===== src/rtl/guess_pkg.sv =====
// Shared types and constants for the guess entry keypad front-end.
package guess_pkg;

  typedef enum logic {
    ENTRY = 1'b0,
    PEND  = 1'b1
  } state_t;

  localparam logic [3:0]  KEY_BS     = 4'hA;
  localparam logic [3:0]  KEY_ENT    = 4'hB;
  localparam logic [3:0]  KEY_CLR    = 4'hC;
  localparam logic [3:0]  BLANK      = 4'hF;
  localparam int unsigned NUM_DIGITS = 4;
  localparam logic [2:0]  FULL_CNT   = 3'(NUM_DIGITS);

  // Position 0 is the most significant nibble (first-entered digit).
  function automatic logic [15:0] set_nibble(input logic [15:0] v,
                                             input logic [1:0]  pos,
                                             input logic [3:0]  val);
    logic [15:0] r;
    r = v;
    case (pos)
      2'd0:    r[15:12] = val;
      2'd1:    r[11:8]  = val;
      2'd2:    r[7:4]   = val;
      default: r[3:0]   = val;
    endcase
    return r;
  endfunction

endpackage


===== src/rtl/guess_entry_dup_detect.sv =====
// Combinational check: does a new digit match any of the first digit_cnt entered digits.
module dup_detect (
  input  logic [15:0] entry,
  input  logic [2:0]  digit_cnt,
  input  logic [3:0]  digit,
  output logic        hit
);
  import guess_pkg::*;

  logic [3:0] nib;

  always_comb begin
    hit = 1'b0;
    nib = '0;
    for (int unsigned i = 0; i < NUM_DIGITS; i++) begin
      nib = 4'(entry >> (12 - 4 * i));
      if ((i < 32'(digit_cnt)) && (nib == digit))
        hit = 1'b1;
    end
  end

endmodule


===== src/rtl/guess_entry.sv =====
// Four-digit keypad guess entry with backspace/clear/enter and a valid/ready hand-off.
// Optional duplicate-digit rejection is enabled by defining GUESS_DUP_CHECK_EN.
module guess_entry #(
  parameter int unsigned MAX_DIGIT = 9
) (
  input  logic        clk,
  input  logic        rst_n,
  input  logic        key_valid,
  input  logic [3:0]  key_code,
  input  logic        guess_ready,
  output logic [15:0] guess,
  output logic        guess_valid,
  output logic [15:0] disp,
  output logic [2:0]  digit_cnt,
  output logic        err
);
  import guess_pkg::*;

  localparam logic [3:0] MAX_CODE = 4'(MAX_DIGIT);

  state_t      state, state_n;
  logic [15:0] disp_n, guess_n;
  logic [2:0]  cnt_n, cnt_m1;
  logic        gv_n, err_n;
  logic        dup;

`ifdef GUESS_DUP_CHECK_EN
  dup_detect u_dup (
    .entry     (disp),
    .digit_cnt (digit_cnt),
    .digit     (key_code),
    .hit       (dup)
  );
`else
  assign dup = 1'b0;
`endif

  assign cnt_m1 = digit_cnt - 3'd1;

  always_ff @(posedge clk or negedge rst_n) begin
    if (!rst_n) begin
      state       <= ENTRY;
      disp        <= '1;
      digit_cnt   <= '0;
      guess       <= '0;
      guess_valid <= 1'b0;
      err         <= 1'b0;
    end else begin
      state       <= state_n;
      disp        <= disp_n;
      digit_cnt   <= cnt_n;
      guess       <= guess_n;
      guess_valid <= gv_n;
      err         <= err_n;
    end
  end

  always_comb begin
    state_n = state;
    case (state)
      ENTRY: if (key_valid && (key_code == KEY_ENT) && (digit_cnt == FULL_CNT))
               state_n = PEND;
      PEND:  if (guess_ready)
               state_n = ENTRY;
      default: state_n = ENTRY;
    endcase
  end

  // Commands are decoded ahead of digits so A/B/C keep their meaning for any MAX_DIGIT.
  always_comb begin
    disp_n  = disp;
    cnt_n   = digit_cnt;
    guess_n = guess;
    gv_n    = guess_valid;
    err_n   = 1'b0;
    case (state)
      ENTRY: begin
        if (key_valid) begin
          if (key_code == KEY_CLR) begin
            disp_n = '1;
            cnt_n  = '0;
          end else if (key_code == KEY_BS) begin
            if (digit_cnt != 3'd0) begin
              disp_n = set_nibble(disp, cnt_m1[1:0], BLANK);
              cnt_n  = cnt_m1;
            end else begin
              err_n = 1'b1;
            end
          end else if (key_code == KEY_ENT) begin
            if (digit_cnt == FULL_CNT) begin
              guess_n = disp;
              gv_n    = 1'b1;
            end else begin
              err_n = 1'b1;
            end
          end else if ((key_code <= MAX_CODE) && (digit_cnt != FULL_CNT) && !dup) begin
            disp_n = set_nibble(disp, digit_cnt[1:0], key_code);
            cnt_n  = digit_cnt + 3'd1;
          end else begin
            err_n = 1'b1;
          end
        end
      end
      PEND: begin
        err_n = key_valid;
        if (guess_ready) begin
          gv_n   = 1'b0;
          disp_n = '1;
          cnt_n  = '0;
        end
      end
      default: ;
    endcase
  end

endmodule


===== config.mk =====
export PLATFORM = sky130hd
export DESIGN_NAME = guess_entry
export DESIGN_NICKNAME = d
export VERILOG_FILES = /design/src/rtl/guess_pkg.sv /design/src/rtl/guess_entry_dup_detect.sv /design/src/rtl/guess_entry.sv
export SDC_FILE = /design/constraint.sdc
export NUM_CORES = 1
export LEC_CHECK = 0
export ABC_AREA = 1
export CORE_ASPECT_RATIO = 0.75
export CORE_MARGIN = 3
export CORE_UTILIZATION = 45
export CTS_CLUSTER_DIAMETER = 120
export DETAILED_ROUTE_END_ITERATION = 8
export GPL_TIMING_DRIVEN = 0
export HOLD_SLACK_MARGIN = 0.02
export PLACE_DENSITY = 0.86
export RECOVER_POWER = 25
export SLEW_MARGIN = 20
export SYNTH_ARGS = -nofsm -noshare
export SYNTH_HDL_FRONTEND = slang
export SYNTH_SLANG_ARGS = --single-unit

===== constraint.sdc =====
create_clock -name clk -period 1.5 [get_ports clk]
set_input_delay 0.15 -clock clk [delete_from_list [all_inputs] [get_ports clk]]
set_output_delay 0.15 -clock clk [all_outputs]
set_load 0.05 [all_outputs]

==> results.sh, run 1 <==
export IMPL_final_nets=321
export IMPL_drtAntennaViolNets=0
export IMPL_vias_per_cell=5.088
export IMPL_synthToLayoutAreaGrowth_pct=45.10
export IMPL_r2r_start="digit_cnt[0]"
export IMPL_cts_sinks=38
export IMPL_synthCells=237
export IMPL_drv_cap=0
export IMPL_numPortBuffers=44
export IMPL_tightest_slew_ns=0.7431
export IMPL_wl_um=5337
export IMPL_io_pins=45
export IMPL_ys_types=28
export IMPL_cts_htree_levels=2
export IMPL_syn_area_per_cell_sq_um=8.299
export IMPL_crit_top_cell="nand2_4"
export IMPL_cpMaxStageDelayCell="dfrtp_2"
export IMPL_die_y_um=63.26
export IMPL_drtIter0Drc=103
export IMPL_place_gp_congestion=0.9348
export IMPL_synth_fp_nets=251
export IMPL_grt_antenna_before_repair=0
export IMPL_finClkSkew_ns=0.003160
export IMPL_slew_violations=0
export IMPL_cts_tree="done"
export IMPL_clk_path_buf_depth=2
export IMPL_die_w_um=82.34
export IMPL_fp_coreArea_sq_um=4129
export IMPL_min_path_type="in -> async"
export IMPL_overflow=0
export IMPL_critPathKind="reg -> reg"
export IMPL_static_leakage_power_nw=1.482
export IMPL_dr_max_layer_used="met4"
export IMPL_hold_viol_final=0
export IMPL_critPathLaunchType="register"
export IMPL_synth_area_sq_um=1967
export IMPL_violations="negative setup slack"
export IMPL_grt_max_degree=35
export IMPL_crit_arrival_ns=1.76
export IMPL_clock_latency_ns=0.29
export IMPL_ys_seq_area_frac=0.4936
export IMPL_grt_pass1_wl_um=8797
export IMPL_fill_cells=343
export IMPL_setup_viol=12
export IMPL_antenna_cells=0
export IMPL_relSlewSlack=0.5046
export IMPL_max_stage_delay_ns=0.43
export IMPL_r2r_end="disp[7]"
export IMPL_rows=20
export IMPL_drt_first_pass_iters=4
export IMPL_drc=0
export IMPL_regToRegSetupSlack_ns=-0.04
export IMPL_worst_slack_ns=-0.03603
export IMPL_r2r_cells=10
export IMPL_rsz0062_at_grt="true"
export IMPL_fin_crit_ns=1.536
export IMPL_whs_ns=0.2528
export IMPL_required_ns=1.72
export IMPL_grtUsageTotal=0.2209
export IMPL_period_share=1.024
export IMPL_ys_seq_elements=38
export IMPL_grt_pass1_vias=1833
export IMPL_drive_above_1_share=0.3701
export IMPL_cts_root_buffer="clkbuf_8"
export IMPL_fmax_ghz=0.6510
export IMPL_start_util=0.4764
export IMPL_dp_hpwl_um=3465
export IMPL_cp_end_kind="register"
export IMPL_drt_met1_wl_um=2330
export IMPL_cts_buffers=5
export IMPL_peakVddDrop_mv=1.496
export IMPL_power_density_nw_per_um2=2136
export IMPL_vias=1847
export IMPL_ys_warnings_count=0
export IMPL_route_met2_wl_um=2505
export IMPL_fin_util=0.6912
export IMPL_cp_max_fo=7
export IMPL_crit_path_cell_trace="inv_4 -> ha_4 -> nand2_4 -> nand3_4 -> nand2_4 -> o21ai_4 -> nor2_8 -> buf_4 -> nand3_1 -> nand2_1"
export IMPL_dieArea_sq_um=5208
export IMPL_path_clk_slew_ns=0.07
export IMPL_wl_per_cell_um=14.70
export IMPL_outcome="finished with violations"
export IMPL_wl_met3_um=423
## cells in the final DEF, fill, tap and decap left out, types with 4 or more instances in the layout
cell type,synthesis,routed
o21ai_1,5,9
buf_4,0,14
nand2_2,3,5
nor2_2,4,5
dfstp_2,16,16
clkbuf_2,0,9
nor2_1,10,7
nand3_4,0,4
nand2_1,76,70
inv_1,29,23
ha_1,6,4
nand3_1,23,17
clkdlybuf4s50_1,0,6
nand3_2,4,6
nand2_4,2,6
dfrtp_1,22,19
inv_2,4,8
clkdlybuf4s15_2,0,9
clkbuf_8,0,6
o21ai_0,13,9
buf_6,1,4
dlygate4sd2_1,0,18
## where the power goes
part / switching, mW / internal [mW] / leakage, nW
registers: 0.323 / 1.57 / 0.462
logic: 2.42 / 1.06 / 0.972
clock network: 0.350 / 0.371 / 0.0482
total: 3.09 / 3.00 / 1.48
## per-layer routing
| metal | global-route usage | vias up |
|---|---|---|
| met5 | 0 | - |
| met4 | 0.06639 | 0 |
| met3 | 0.05000 | 8 |
| met2 | 0.3280 | 78 |
| met1 | 0.3187 | 879 |
| li1 | - | 882 |
## cell usage after synthesis, drive strengths merged
| library cell | instances | area [sq um] |
|---|---|---|
| a31oi | 1 | 6.260 |
| xnor2 | 3 | 26.28 |
| clkinv | 1 | 5.000 |
| nor3 | 1 | 5.000 |
| clkbuf | 3 | 11.26 |
| nand2 | 81 | 326.6 |
| nand3 | 27 | 155.2 |
| ha | 6 | 75.07 |
| nand4 | 3 | 25.02 |
| o21ai | 19 | 98.84 |
| dfstp | 16 | 420.4 |
| dfrtp | 22 | 550.5 |
| a21oi | 3 | 26.28 |
| nor2 | 16 | 93.84 |
| buf | 1 | 11.26 |
| inv | 34 | 130.1 |
## cell type report
type | count | area, sq um | area share
multi-input cells | 160 | 987.2 | 0.3459
flip-flops and latches | 38 | 974.7 | 0.3415
repair buffers | 63 | 531.8 | 0.1863
inverters | 35 | 143.9 | 0.05042
clock buffers | 7 | 86.33 | 0.03025
well taps | 55 | 68.82 | 0.02411
plain buffers | 4 | 56.30 | 0.01973
clock inverters | 1 | 5.005 | 0.001754
## critical path, delay by kind of cell (launching register included)
kind | cells | cell delay, ns
buf+inv | 2 | 0.23
flops | 1 | 0.43
compound gates | 1 | 0.21
fa+ha+maj | 1 | 0.15
simple gates | 6 | 0.44
## timing repair
| action | in CTS | in global routing |
|---|---|---|
| resized for setup | 70 | 50 |
| endpoints found under the hold margin | 22 | 0 |
| pin swaps | 2 | 15 |
| endpoints found under the setup margin | 73 | 45 |
| hold buffers | 1 | 0 |
| cloned | 2 | 1 |
| setup buffers | 7 | 7 |
## worst max path at each step
stage          cells past startpoint      endpoint         start
6_report                          10       disp[7]  digit_cnt[0]
4_1_cts                            1       disp[0]       disp[0]
5_1_grt                           10       disp[7]  digit_cnt[0]
3_3_place_gp                       1  digit_cnt[0]         rst_n
2_1_floorplan                     10  digit_cnt[1]  digit_cnt[0]
3_5_place_dp                      11       disp[8]   key_code[1]
## metrics by stage
| step | cell area [sq um] | setup slack [ns] | power (mW) | std cells | setup TNS [ns] |
|---|---|---|---|---|---|
| final | 2854 | -0.03603 | 6.096 | 363 | -0.1843 |
| after global routing | 2854 | -0.09060 | 6.493 | 363 | -1.888 |
| after CTS | 2731 | 0.004432 | 5.904 | 355 | 0 |
| after detailed placement | 2559 | -0.3261 | 5.268 | 337 | -9.345 |
| after global placement | 2544 | -0.7200 | 5.181 | 336 | -24.45 |
| after floorplan | 2034 | -0.1305 | 4.205 | 237 | -2.778 |
## flip-flops by register name (all words and copies together), names as in the netlist
| signal | flops |
|---|---|
| guess_valid | 1 |
| guess | 16 |
| disp | 16 |
| state | 1 |
| digit_cnt | 3 |
| err | 1 |
## kinds of logic after synthesis
| group | share of synthesized area |
|---|---|
| AO/OA/AOI/OAI | 0.06680 |
| XOR/XNOR | 0.01336 |
| flip-flops | 0.4936 |
| adder cells (fa/ha/maj) | 0.03817 |
| buffers and inverters | 0.08015 |
| AND/OR/NAND/NOR | 0.3079 |
No activity file was read; power rests on OpenSTA's default activity.
==> run 2, diff against run 1 <==
PLACE_DENSITY = not set   (was 0.86)
PLACE_DENSITY_LB_ADDON = 0.05   (was not set)
==> run 2 against run 1 <==
Against the previous run: the flow still finishes with violations (negative setup slack); register-to-register slack barely moved; combinational power barely moved; clock skew rose by 0.0014 ns; worst hold slack improved by 0.025 ns; die area did not move; critical path depth did not move; largest cell class unchanged; highest routed layer unchanged.
==> results.sh, run 2 (same netlist as run 1, synthesis figures left out) <==
export IMPL_clk_path_buf_depth=2
export IMPL_seqPwrFrac=0.294
export IMPL_drtAntennaViolNets=0
export IMPL_wl_per_cell_um=14.81
export IMPL_power_density_nw_per_um2=2202
export IMPL_outcome="finished with violations"
export IMPL_final_cell_mix="63 x nand2_1, 23 x inv_1, 19 x dfrtp_1, 19 x dlygate4sd2_1, 16 x dfstp_2"
export IMPL_whs_ns=0.2777
export IMPL_cp_end_kind="register"
export IMPL_drive_above_1_share=0.4045
export IMPL_fill_cells=331
export IMPL_hold_viol_final=0
export IMPL_p_comb_frac=0.538
export IMPL_dieArea_sq_um=5208
export IMPL_setup_viol=3
export IMPL_dp_hpwl_um=3408
export IMPL_crit_arrival_ns=1.77
export IMPL_grt_pass1_vias=1697
export IMPL_drt_first_pass_iters=4
export IMPL_numPortBuffers=44
export IMPL_cts_buffers=5
export IMPL_grtUsageTotal=0.2111
export IMPL_wl_um=5392
export IMPL_vias_per_cell=4.852
export IMPL_rsz0062_at_grt="true"
export IMPL_period_share=1.026
export IMPL_grt_pass1_wl_um=8362
export IMPL_cts_htree_levels=2
export IMPL_relSlewSlack=0.5191
export IMPL_place_ws_ns=-0.3387
export IMPL_clock_latency_ns=0.29
export IMPL_final_area_sq_um=2937
export IMPL_peakVddDrop_mv=1.351
export IMPL_cts_sinks=38
export IMPL_worst_slack_ns=-0.03883
export IMPL_antenna_cells=0
export IMPL_regArea_sq_um=974.7
export IMPL_slew_violations=0
export IMPL_critPathKind="reg -> reg"
export IMPL_drv_cap=0
export IMPL_place_gp_congestion=0.8580
export IMPL_clkPwrFrac=0.168
export IMPL_cts_root_buffer="clkbuf_8"
export IMPL_drtIter0Drc=113
export IMPL_die_w_um=82.34
export IMPL_drc=0
export IMPL_final_nets=322
export IMPL_violations="negative setup slack"
export IMPL_io_pins=45
export IMPL_power_switching_mw=3.156
export IMPL_finClkSkew_ns=0.004565
export IMPL_multi_input_area_sq_um=1030
export IMPL_grt_max_degree=34
export IMPL_fin_crit_ns=1.539
export IMPL_die_y_um=63.26
export IMPL_overflow=0
export IMPL_required_ns=1.73
export IMPL_static_leakage_power_nw=1.531
export IMPL_tns_ns=-0.07027
export IMPL_min_path_type="in -> async"
export IMPL_cts_tree="done"
export IMPL_internal_power_mw=3.312
export IMPL_vias=1766
export IMPL_fmax_ghz=0.6498
export IMPL_rows=20
export IMPL_start_util=0.4764
export IMPL_fp_coreArea_sq_um=4129
export IMPL_tightest_slew_ns=0.7214
export IMPL_synthToLayoutAreaGrowth_pct=49.30
export IMPL_fin_util=0.7112
export IMPL_top_regs="disp x16, guess x16, digit_cnt x3"
export IMPL_dpl_cell_area_sq_um=2559
export IMPL_cp_max_fo=6
export IMPL_critPathLaunchType="register"
export IMPL_path_clk_slew_ns=0.08
export IMPL_grt_antenna_before_repair=0
export IMPL_final_common_cell="nand2_1"
export IMPL_power_switching_share=0.4879
==> run 2: worst paths after layout <==
kind,to,cells after the start,slack [ns],startpoint
hold / removal,digit_cnt[2],2,0.28,rst_n
setup / recovery,disp[2],10,-0.04,digit_cnt[0]
max in group asynchronous,state,3,0.15,rst_n
min in group clk,disp[15],5,0.42,key_code[3]
hold reg to reg,disp[6],2,0.48,disp[6]
setup reg to reg,disp[2],10,-0.04,digit_cnt[0]
==> run 2: cell type report <==
| class | count | share of cell area |
|---|---|---|
| tap | 55 | 0.02343 |
| buffer | 4 | 0.01917 |
| sequential | 38 | 0.3319 |
| multi-input combinational | 160 | 0.3507 |
| timing repair buffer | 64 | 0.1772 |
| inverter | 35 | 0.04900 |
| clock inverter | 2 | 0.02045 |
| clock buffer | 6 | 0.02812 |
==> run 2: worst max-delay path: stages, from the launching register on <==
cell and delay [ns]:
dfrtp_2 0.39, inv_4 0.05, ha_4 0.17, nand2_4 0.09, nand3_4 0.08, nand2_4 0.09
o21ai_4 0.07, nor2_8 0.18, buf_4 0.17, nand3_1 0.09, nand2_1 0.10
==> run 2: per-layer routing <==
| layer | up-vias | track usage | routed length [um] | part of all wire |
|---|---|---|---|---|
| li1 | 881 | - | - | - |
| met1 | 822 | 0.3141 | 2608 | 0.48 |
| met2 | 60 | 0.3130 | 2446 | 0.45 |
| met3 | 3 | 0.05286 | 318 | 0.059 |
| met4 | 0 | 0.03527 | 18 | 0.0033 |
| met5 | - | 0 | 0 | 0 |
==> run 2: power groups by stage <==
stage | clock (mW) | combinational (mW) | sequential (mW)
3_3_place_gp | 0 | 3.29 | 1.91
4_1_cts | 1.09 | 3.31 | 1.89
2_1_floorplan | 0 | 0.971 | 3.23
6_report | 1.09 | 3.48 | 1.90
3_5_place_dp | 0 | 3.33 | 1.92
5_1_grt | 1.15 | 3.74 | 1.96
==> run 2: what timing repair did <==
action                                  in CTS  in global routing
endpoints found under the setup margin      73                 50
resized for setup                           76                 50
hold endpoints to repair                    22                  0
pin swaps                                   10                 14
cloned                                       3                  1
setup buffers                                6                  8
hold buffers                                 1                  0
==> run 2: per-stage QoR <==
stage	std cells	power (mW)
2_1_floorplan	237	4.205
3_3_place_gp	336	5.194
3_5_place_dp	337	5.253
4_1_cts	355	6.291
5_1_grt	364	6.847
6_report	364	6.468
